==> src/rtl/bcd_seq_converter.sv <==
// -----------------------------------------------------------------------------
// bcd_seq_converter
//
// Sequential binary-to-BCD converter for the score / tile-value display path.
// Runs the shift-and-add-3 (double-dabble) algorithm one operand bit per clock,
// so the datapath stays the same size as BIN_WIDTH grows. A start/done
// handshake frames each conversion. The result is presented with a
// leading-zero blanking mask for the digit renderers and an overflow flag for
// operands that need more than DIGITS decimal digits.
//
// Ports
//   clk       in   system clock, rising edge
//   rst_n     in   asynchronous active-low reset
//   start     in   conversion request, honoured only in IDLE or DONE
//   binary    in   operand, latched when start is accepted
//   busy      out  high while the conversion is shifting
//   done      out  one-cycle pulse when a new result is presented
//   bcd       out  result, digit k in bits [4k+3:4k], digit 0 = ones
//   blank     out  leading-zero mask, bit k = 1 suppresses digit k
//   overflow  out  result did not fit in DIGITS digits (bcd = value mod 10^DIGITS)
// -----------------------------------------------------------------------------
module bcd_seq_converter #(
  parameter int BIN_WIDTH = 16,
  parameter int DIGITS    = 5
) (
  input  logic                  clk,
  input  logic                  rst_n,
  input  logic                  start,
  input  logic [BIN_WIDTH-1:0]  binary,
  output logic                  busy,
  output logic                  done,
  output logic [4*DIGITS-1:0]   bcd,
  output logic [DIGITS-1:0]     blank,
  output logic                  overflow
);

  localparam int CNT_W = $clog2(BIN_WIDTH + 1);
  localparam int BCD_W = 4 * DIGITS;

  // Reset / idle display mask: every digit above the ones digit suppressed.
  localparam logic [DIGITS-1:0] BLANK_RST = ~(DIGITS'(1));

  typedef enum logic [1:0] {
    S_IDLE  = 2'd0,
    S_SHIFT = 2'd1,
    S_DONE  = 2'd2
  } state_e;

  state_e               state_q, state_d;
  logic [BIN_WIDTH-1:0] shift_q, shift_d;
  logic [BCD_W-1:0]     scratch_q, scratch_d;
  logic [CNT_W-1:0]     count_q, count_d;
  logic                 ovf_acc_q, ovf_acc_d;
  logic [BCD_W-1:0]     bcd_q, bcd_d;
  logic [DIGITS-1:0]    blank_q, blank_d;
  logic                 overflow_q, overflow_d;

  logic [BCD_W-1:0]     corr;
  logic [BCD_W-1:0]     scratch_shift;
  logic                 top_bit;
  logic                 ovf_next;
  logic                 last_shift;
  logic                 accept;
  logic [DIGITS-1:0]    blank_mask;
  logic                 zero_above;

  // ---------------------------------------------------------------------------
  // Double-dabble step: per-digit add-3 correction, then a 1-bit left shift of
  // {scratch, shift}. Digits never carry into each other; the corrected top
  // digit's bit 3 is the bit that falls off the end.
  // ---------------------------------------------------------------------------
  // NOTE: every combinational output gets a default before any conditional
  // assignment so no path leaves it unassigned and no latch is inferred.
  always_comb begin
    corr = '0;
    for (int k = 0; k < DIGITS; k++) begin
      if (scratch_q[4*k +: 4] >= 4'd5) corr[4*k +: 4] = scratch_q[4*k +: 4] + 4'd3;
      else                             corr[4*k +: 4] = scratch_q[4*k +: 4];
    end
  end

  assign top_bit       = corr[BCD_W-1];
  assign scratch_shift = {corr[BCD_W-2:0], shift_q[BIN_WIDTH-1]};
  assign ovf_next      = ovf_acc_q | top_bit;
  assign last_shift    = (count_q == CNT_W'(1));
  assign accept        = start && ((state_q == S_IDLE) || (state_q == S_DONE));

  // Leading-zero mask of the value about to be published. Bit k is set when
  // digits k..DIGITS-1 are all zero; the ones digit is always shown, and an
  // overflowed (truncated) result is never blanked.
  always_comb begin
    blank_mask = '0;
    zero_above = 1'b1;
    for (int k = DIGITS - 1; k >= 1; k--) begin
      zero_above    = zero_above & (scratch_shift[4*k +: 4] == 4'd0);
      blank_mask[k] = zero_above;
    end
    if (ovf_next) blank_mask = '0;
  end

  // ---------------------------------------------------------------------------
  // FSM: state register
  // ---------------------------------------------------------------------------
  // NOTE: clocked state uses non-blocking assignments so every register
  // samples pre-edge values, independent of statement order.
  always_ff @(posedge clk or negedge rst_n) begin
    if (!rst_n) state_q <= S_IDLE;
    else        state_q <= state_d;
  end

  // FSM: next-state logic. start is ignored while shifting (not queued).
  always_comb begin
    state_d = state_q;
    unique case (state_q)
      S_IDLE:  if (start) state_d = S_SHIFT;
      S_SHIFT: if (last_shift) state_d = S_DONE;
      S_DONE:  state_d = start ? S_SHIFT : S_IDLE;
      default: state_d = S_IDLE;
    endcase
  end

  // FSM: outputs decoded from the state register only, so no input reaches
  // an output combinationally.
  always_comb begin
    busy     = (state_q == S_SHIFT);
    done     = (state_q == S_DONE);
    bcd      = bcd_q;
    blank    = blank_q;
    overflow = overflow_q;
  end

  // ---------------------------------------------------------------------------
  // Datapath next-state
  // ---------------------------------------------------------------------------
  always_comb begin
    shift_d    = shift_q;
    scratch_d  = scratch_q;
    count_d    = count_q;
    ovf_acc_d  = ovf_acc_q;
    bcd_d      = bcd_q;
    blank_d    = blank_q;
    overflow_d = overflow_q;

    if (accept) begin
      shift_d   = binary;
      scratch_d = '0;
      count_d   = CNT_W'(BIN_WIDTH);
      ovf_acc_d = 1'b0;
    end else if (state_q == S_SHIFT) begin
      shift_d   = shift_q << 1;
      scratch_d = scratch_shift;
      count_d   = count_q - CNT_W'(1);
      ovf_acc_d = ovf_next;
      // Publish on the SHIFT -> DONE edge; results then hold until the next one.
      if (last_shift) begin
        bcd_d      = scratch_shift;
        overflow_d = ovf_next;
        blank_d    = blank_mask;
      end
    end
  end

  always_ff @(posedge clk or negedge rst_n) begin
    if (!rst_n) begin
      shift_q    <= '0;
      scratch_q  <= '0;
      count_q    <= '0;
      ovf_acc_q  <= 1'b0;
      bcd_q      <= '0;
      blank_q    <= BLANK_RST;
      overflow_q <= 1'b0;
    end else begin
      shift_q    <= shift_d;
      scratch_q  <= scratch_d;
      count_q    <= count_d;
      ovf_acc_q  <= ovf_acc_d;
      bcd_q      <= bcd_d;
      blank_q    <= blank_d;
      overflow_q <= overflow_d;
    end
  end

endmodule
==> config.mk <==
export PLATFORM = sky130hd
export DESIGN_NAME = bcd_seq_converter
export DESIGN_NICKNAME = d
export VERILOG_FILES = /design/src/rtl/bcd_seq_converter.sv
export SDC_FILE = /design/constraint.sdc
export NUM_CORES = 1
export LEC_CHECK = 0
export ABC_AREA = 1
export CAP_MARGIN = 20
export CORE_UTILIZATION = 55
export DETAILED_ROUTE_END_ITERATION = 10
export GPL_ROUTABILITY_DRIVEN = 0
export PLACE_DENSITY_LB_ADDON = 0.12
export SYNTH_ARGS = -nofsm -noshare
export SYNTH_HDL_FRONTEND = slang
export SYNTH_SLANG_ARGS = --single-unit
==> constraint.sdc <==
create_clock -name clk -period 4.5 [get_ports clk]
set_clock_uncertainty 0.1 [all_clocks]
set_input_delay 0.675 -clock clk [delete_from_list [all_inputs] [get_ports clk]]
set_output_delay 0.675 -clock clk [all_outputs]
set_load 0.005 [all_outputs]
Yosys cells after proc, flatten, opt, wreduce, memory -nomap -nowiden --
Cells that the tools add are included.
Operators by class: $mul 0, bitwise logic cells 5, order comparisons 5, divide/modulo/power cells 0, reductions and logical operators 10, shift operators 0, equality and inequality tests 5, multiplexer cells 18, $add $sub $neg 6
Operators by type and width (count):
- 2-to-1 mux 20 bit | 2
- 2-to-1 mux 16 bit | 2
- adder 4 x 2 -> 4 bit (second input constant) | 5
- >= comparator 4 x 3 -> 1 bit (second input constant) | 5
- 2-to-1 mux 4 bit | 5
- zero test 4 bit | 4
- 2-to-1 mux 5 bit | 3
- case mux 2 bit (3 select lines) | 1
- == test 5 x 1 -> 1 bit (second input constant) | 1
- subtractor 5 x 1 -> 5 bit (second input constant) | 1
- 2-to-1 mux 2 bit | 2
- AND 1 bit | 3
- 2-to-1 mux 1 bit | 3
- AND reduction 3 bit | 1
- == test 2 x 1 -> 1 bit (second input constant) | 1
- == test 2 bit (second input constant) | 1
- zero test 2 bit | 1
- inequality test 2 x 1 -> 1 bit (second input constant) | 1
- inequality test 2 bit (second input constant) | 1
- AND reduction 2 bit | 1
- nonzero test 2 bit | 1
- logical AND 1 bit | 1
- logical OR 1 bit | 1
- inverter 1 bit | 1
- bitwise OR 1 bit | 1
Storage, ports and cells: bits in registers 70, memories 0, output and inout port bits 28, bits of input ports 19, ROM bits 0, RAM bits 0, bits in latches 0

Longest topological paths before layout --
depth after elaboration 7, gate-level depth with buffers 12

Worst setup path after synthesis --
No wires, ideal clock.
kind register -> register, start reg scratch_q[5], end reg blank_q[1], in the netlist blank[1], arrival time 1.358 ns, setup slack 2.982 ns, cell stages (with the launch flop) 11, library setup time 0.060 ns, path buffers 0, cells stage by stage dfrtp_1 -> inv_1 -> ha_1 -> inv_1 -> nand2_1 -> nand3_2 -> xor2_1 -> nand2_1 -> nor2_1 -> nand3_1 -> nand2_1
On the way: word-level cells in the longest chain between the ends 6
Ends and longest elaborated chain:
- start, declared | line 51 | logic [BCD_W-1:0] scratch_q, scratch_d;
- start signal, assigned | line 174 | scratch_q <= scratch_d;
- adder 4 x 2 -> 4 bit or >= comparator 4 x 3 -> 1 bit (tied branches) | line 77 | if (scratch_q[4*k +: 4] >= 4'd5) corr[4*k +: 4] = scratch_q[4*k +: 4] + 4'd3;
- 2-to-1 mux 4 bit (*) | line 77
- zero test 4 bit | line 95 | zero_above = zero_above & (scratch_shift[4*k +: 4] == 4'd0);
- AND 1 bit | line 95
- AND 1 bit (*) | line 95
- 2-to-1 mux 5 bit (*) | line 98 | if (ovf_next) blank_mask = '0;
- end signal, assigned | line 178 | blank_q <= blank_d;
- end, declared | line 55 | logic [DIGITS-1:0] blank_q, blank_d;
Every way passes the cells marked *; elsewhere a longest branch is shown, timed or not. A chain may end at the register's enable or synchronous reset.

Final worst setup path --
start reg state_q[1], end out busy
On the way: word-level cells in the longest chain between the ends 1
Ends and longest elaborated chain:
- start, declared | line 49 | state_e state_q, state_d;
- start signal, assigned | line 108 | else state_q <= state_d;
- == test 2 x 1 -> 1 bit | line 125 | busy = (state_q == S_SHIFT);
- end, declared | line 30 | output logic busy,
Every way passes these cells.

==> out/metrics.cfg <==
[drt]
drt-total-wl_um = 6650
ant_nets = 0
drc = 0
vias = 2720
via_per_inst = 5.282
wl_per_cell_um = 12.91
firstDrtPassIters = 4
first_iter_violations = 158

[sta]
tightestPinTransition_ps = 902.8
worst_slack_ps = 1798
tns_ps = 0
max_slew_margin_pct = 39.81
timing.hold.ws_ps = 362.4
finalCritPeriodShare_pct = 60.05
finalSetupViolations = 0
rsz0062_at_grt = false
timing.fmax_ghz = 0.3701
drv_slew = 0
fin_crit_ps = 2702
hold_viol_final = 0

[logic_synthesis]
synthAdderAreaFrac_pct = 4.364
synth_top_cell_by_area = dfrtp_1
synth_xor_area_share_pct = 0.5091
yosys.area_share.simple_pct = 18.69
ys_ff_latch = 69
syn_area_um2 = 3441
synth_top_family_by_area = simple AND/OR/NAND/NOR gates
syn-num-nets = 421
synthMuxAreaShare_pct = 0
synth_edf_count = 0
ys.flop_type = dfrtp_1
synth-compound-area-share_pct = 15.42
async_flop_share_pct = 100.0
synth_top_area_share_pct = 47.27
syn_inst = 390
yosysSeqAreaShare_pct = 50.33
synth_cell_types = 33
synth_area_leaders = dfrtp_1 (47%), nand2_1 (9.9%), inv_1 (7.6%), ha_1 (4.4%), o221ai_1 (3.8%)
yosysWarnings = 0
avgSynthCellArea_um2 = 8.823

[floorplan]
io_pins = 47
core_um2 = 5991
die_w_um = 81.10
dieArea_um2 = 6576
die_y_um = 81.10
start_util_pct = 57.44
rows = 28

[placed_design]
post-place-ws_ps = 1521
placed_cells = 499
dp_hpwl_um = 4693
port-buffer-count = 45
place_area_um2 = 3909

[layout]
multiInputGateArea_um2 = 1345
drive_gt1_share_pct = 10.91
fin_util_pct = 69.01
fin_nets = 466
antenna_cells = 0
fillers = 481
fin_area_um2 = 4134
fin_cells = 515
syn2layout_area_growth_pct = 20.15
layout_common_cells = nand2_1 (91), inv_1 (70), dfrtp_1 (65)
regArea_um2 = 1732
final_common_cell = nand2_1

[clocking]
cts_hold_buffers = 0
cts_resized = 0
clk_latency_ps = 340
h-tree-depth = 3
postCtsSetupRepairBufs = 0
cts_buffer_depth = 2
clockRootBuffer = clkbuf_8
cts_tree = done
numCtsBuffers = 9
cts_sinks = 69
clk_pin_slew_ps = 70

[setup_path]
path_cells = inv_1, nand2_4, inv_1, clkdlybuf4s50_1
end_kind = output pin
cp_slowest_stage_delay_ps = 550
crit_top_cell = inv_1
crit_path_start_kind = flip-flop
required_ps = 3720
arrival_ps = 1930
crit_fanout = 37
critPathKind = reg -> out
slowest_stage = clkdlybuf4s50_1

[global_route]
first_global_vias = 2592
gr-usage-all-layers_pct = 23.10
grt_first_pass_wirelength_um = 11390
grt_max_degree = 43
grt_overflow = 0
antenna_found_initial = 0

[outcome]
status = completed

[pwr]
vdd_drop_max_mv = 0.4131
power.density_nw_per_um2 = 746.2
finalPower_mw = 3.085
p_leak_nw = 2.024

[job]
maxCapViolCount = 0

[hold_path]
hold_path.class = in -> async

==> worst max-delay path: cells and delay by family (launching register included) <==
kind | cells | cell delay (ps)
buf+inv | 3 | 950
flops | 1 | 360
simple gates | 1 | 260
==> power breakdown <==
part           internal, mW  switching (mW)
Combinational         0.596           0.872
Clock                 0.341           0.227
Sequential            0.905           0.145
==> routing by layer <==
layer	routed length, um	up-vias	track usage (%)
li1	-	1362	-
met4	95	0	9.643
met2	3321	60	38.57
met1	2989	1290	28.64
met5	0	-	0
met3	243	8	5.506
==> registers in the layout (all words and copies together) (netlist names) <==
name and cells:
state_q 2, blank 4, scratch_q 20, overflow 1
count_q 5, shift_q 16, ovf_acc_q 1, bcd 20
==> cells in the mapped netlist (3+ instances only) <==
library cell  count
and2_1            3
buf_2             6
buf_6             4
dfrtp_1          65
dfstp_2           4
ha_1             12
inv_1            70
nand2_1          91
nand3_1          12
nand4_1           7
nor2_1           19
o21ai_0          22
o21ai_1           4
o21ai_2          14
o221ai_1         15
o22ai_1          19
==> cell type report <==
cell class,count,share of cell area (%)
clock inverter,4,1.695
inverter,72,6.538
sequential,69,41.89
multi-input combinational,235,32.54
clock buffer,12,3.753
timing repair buffer,48,11.32
tap,75,2.270
==> kinds of logic (layout without fill, tap and decap cells) <==
family,after synthesis,after routing
xor+xnor,2,2
fa+ha+maj,12,12
compound gates,78,78
flops,69,69
simple gates,142,142
other cells,1,1
buf+inv,86,136
==> worst paths after layout <==
check | slack [ps] | cells after the start | end | startpoint
hold / removal | 360 | 1 | bcd[16] | rst_n
setup reg to reg | 2250 | 6 | shift_q[12] | state_q[0]
max in group asynchronous | 2990 | 2 | blank[4] | rst_n
hold reg to reg | 370 | 2 | blank[3] | blank[3]
setup / recovery | 1800 | 4 | busy | state_q[1]
min in group clk | 370 | 2 | blank[3] | blank[3]
Note: power is estimated with default switching activity, not from simulation.
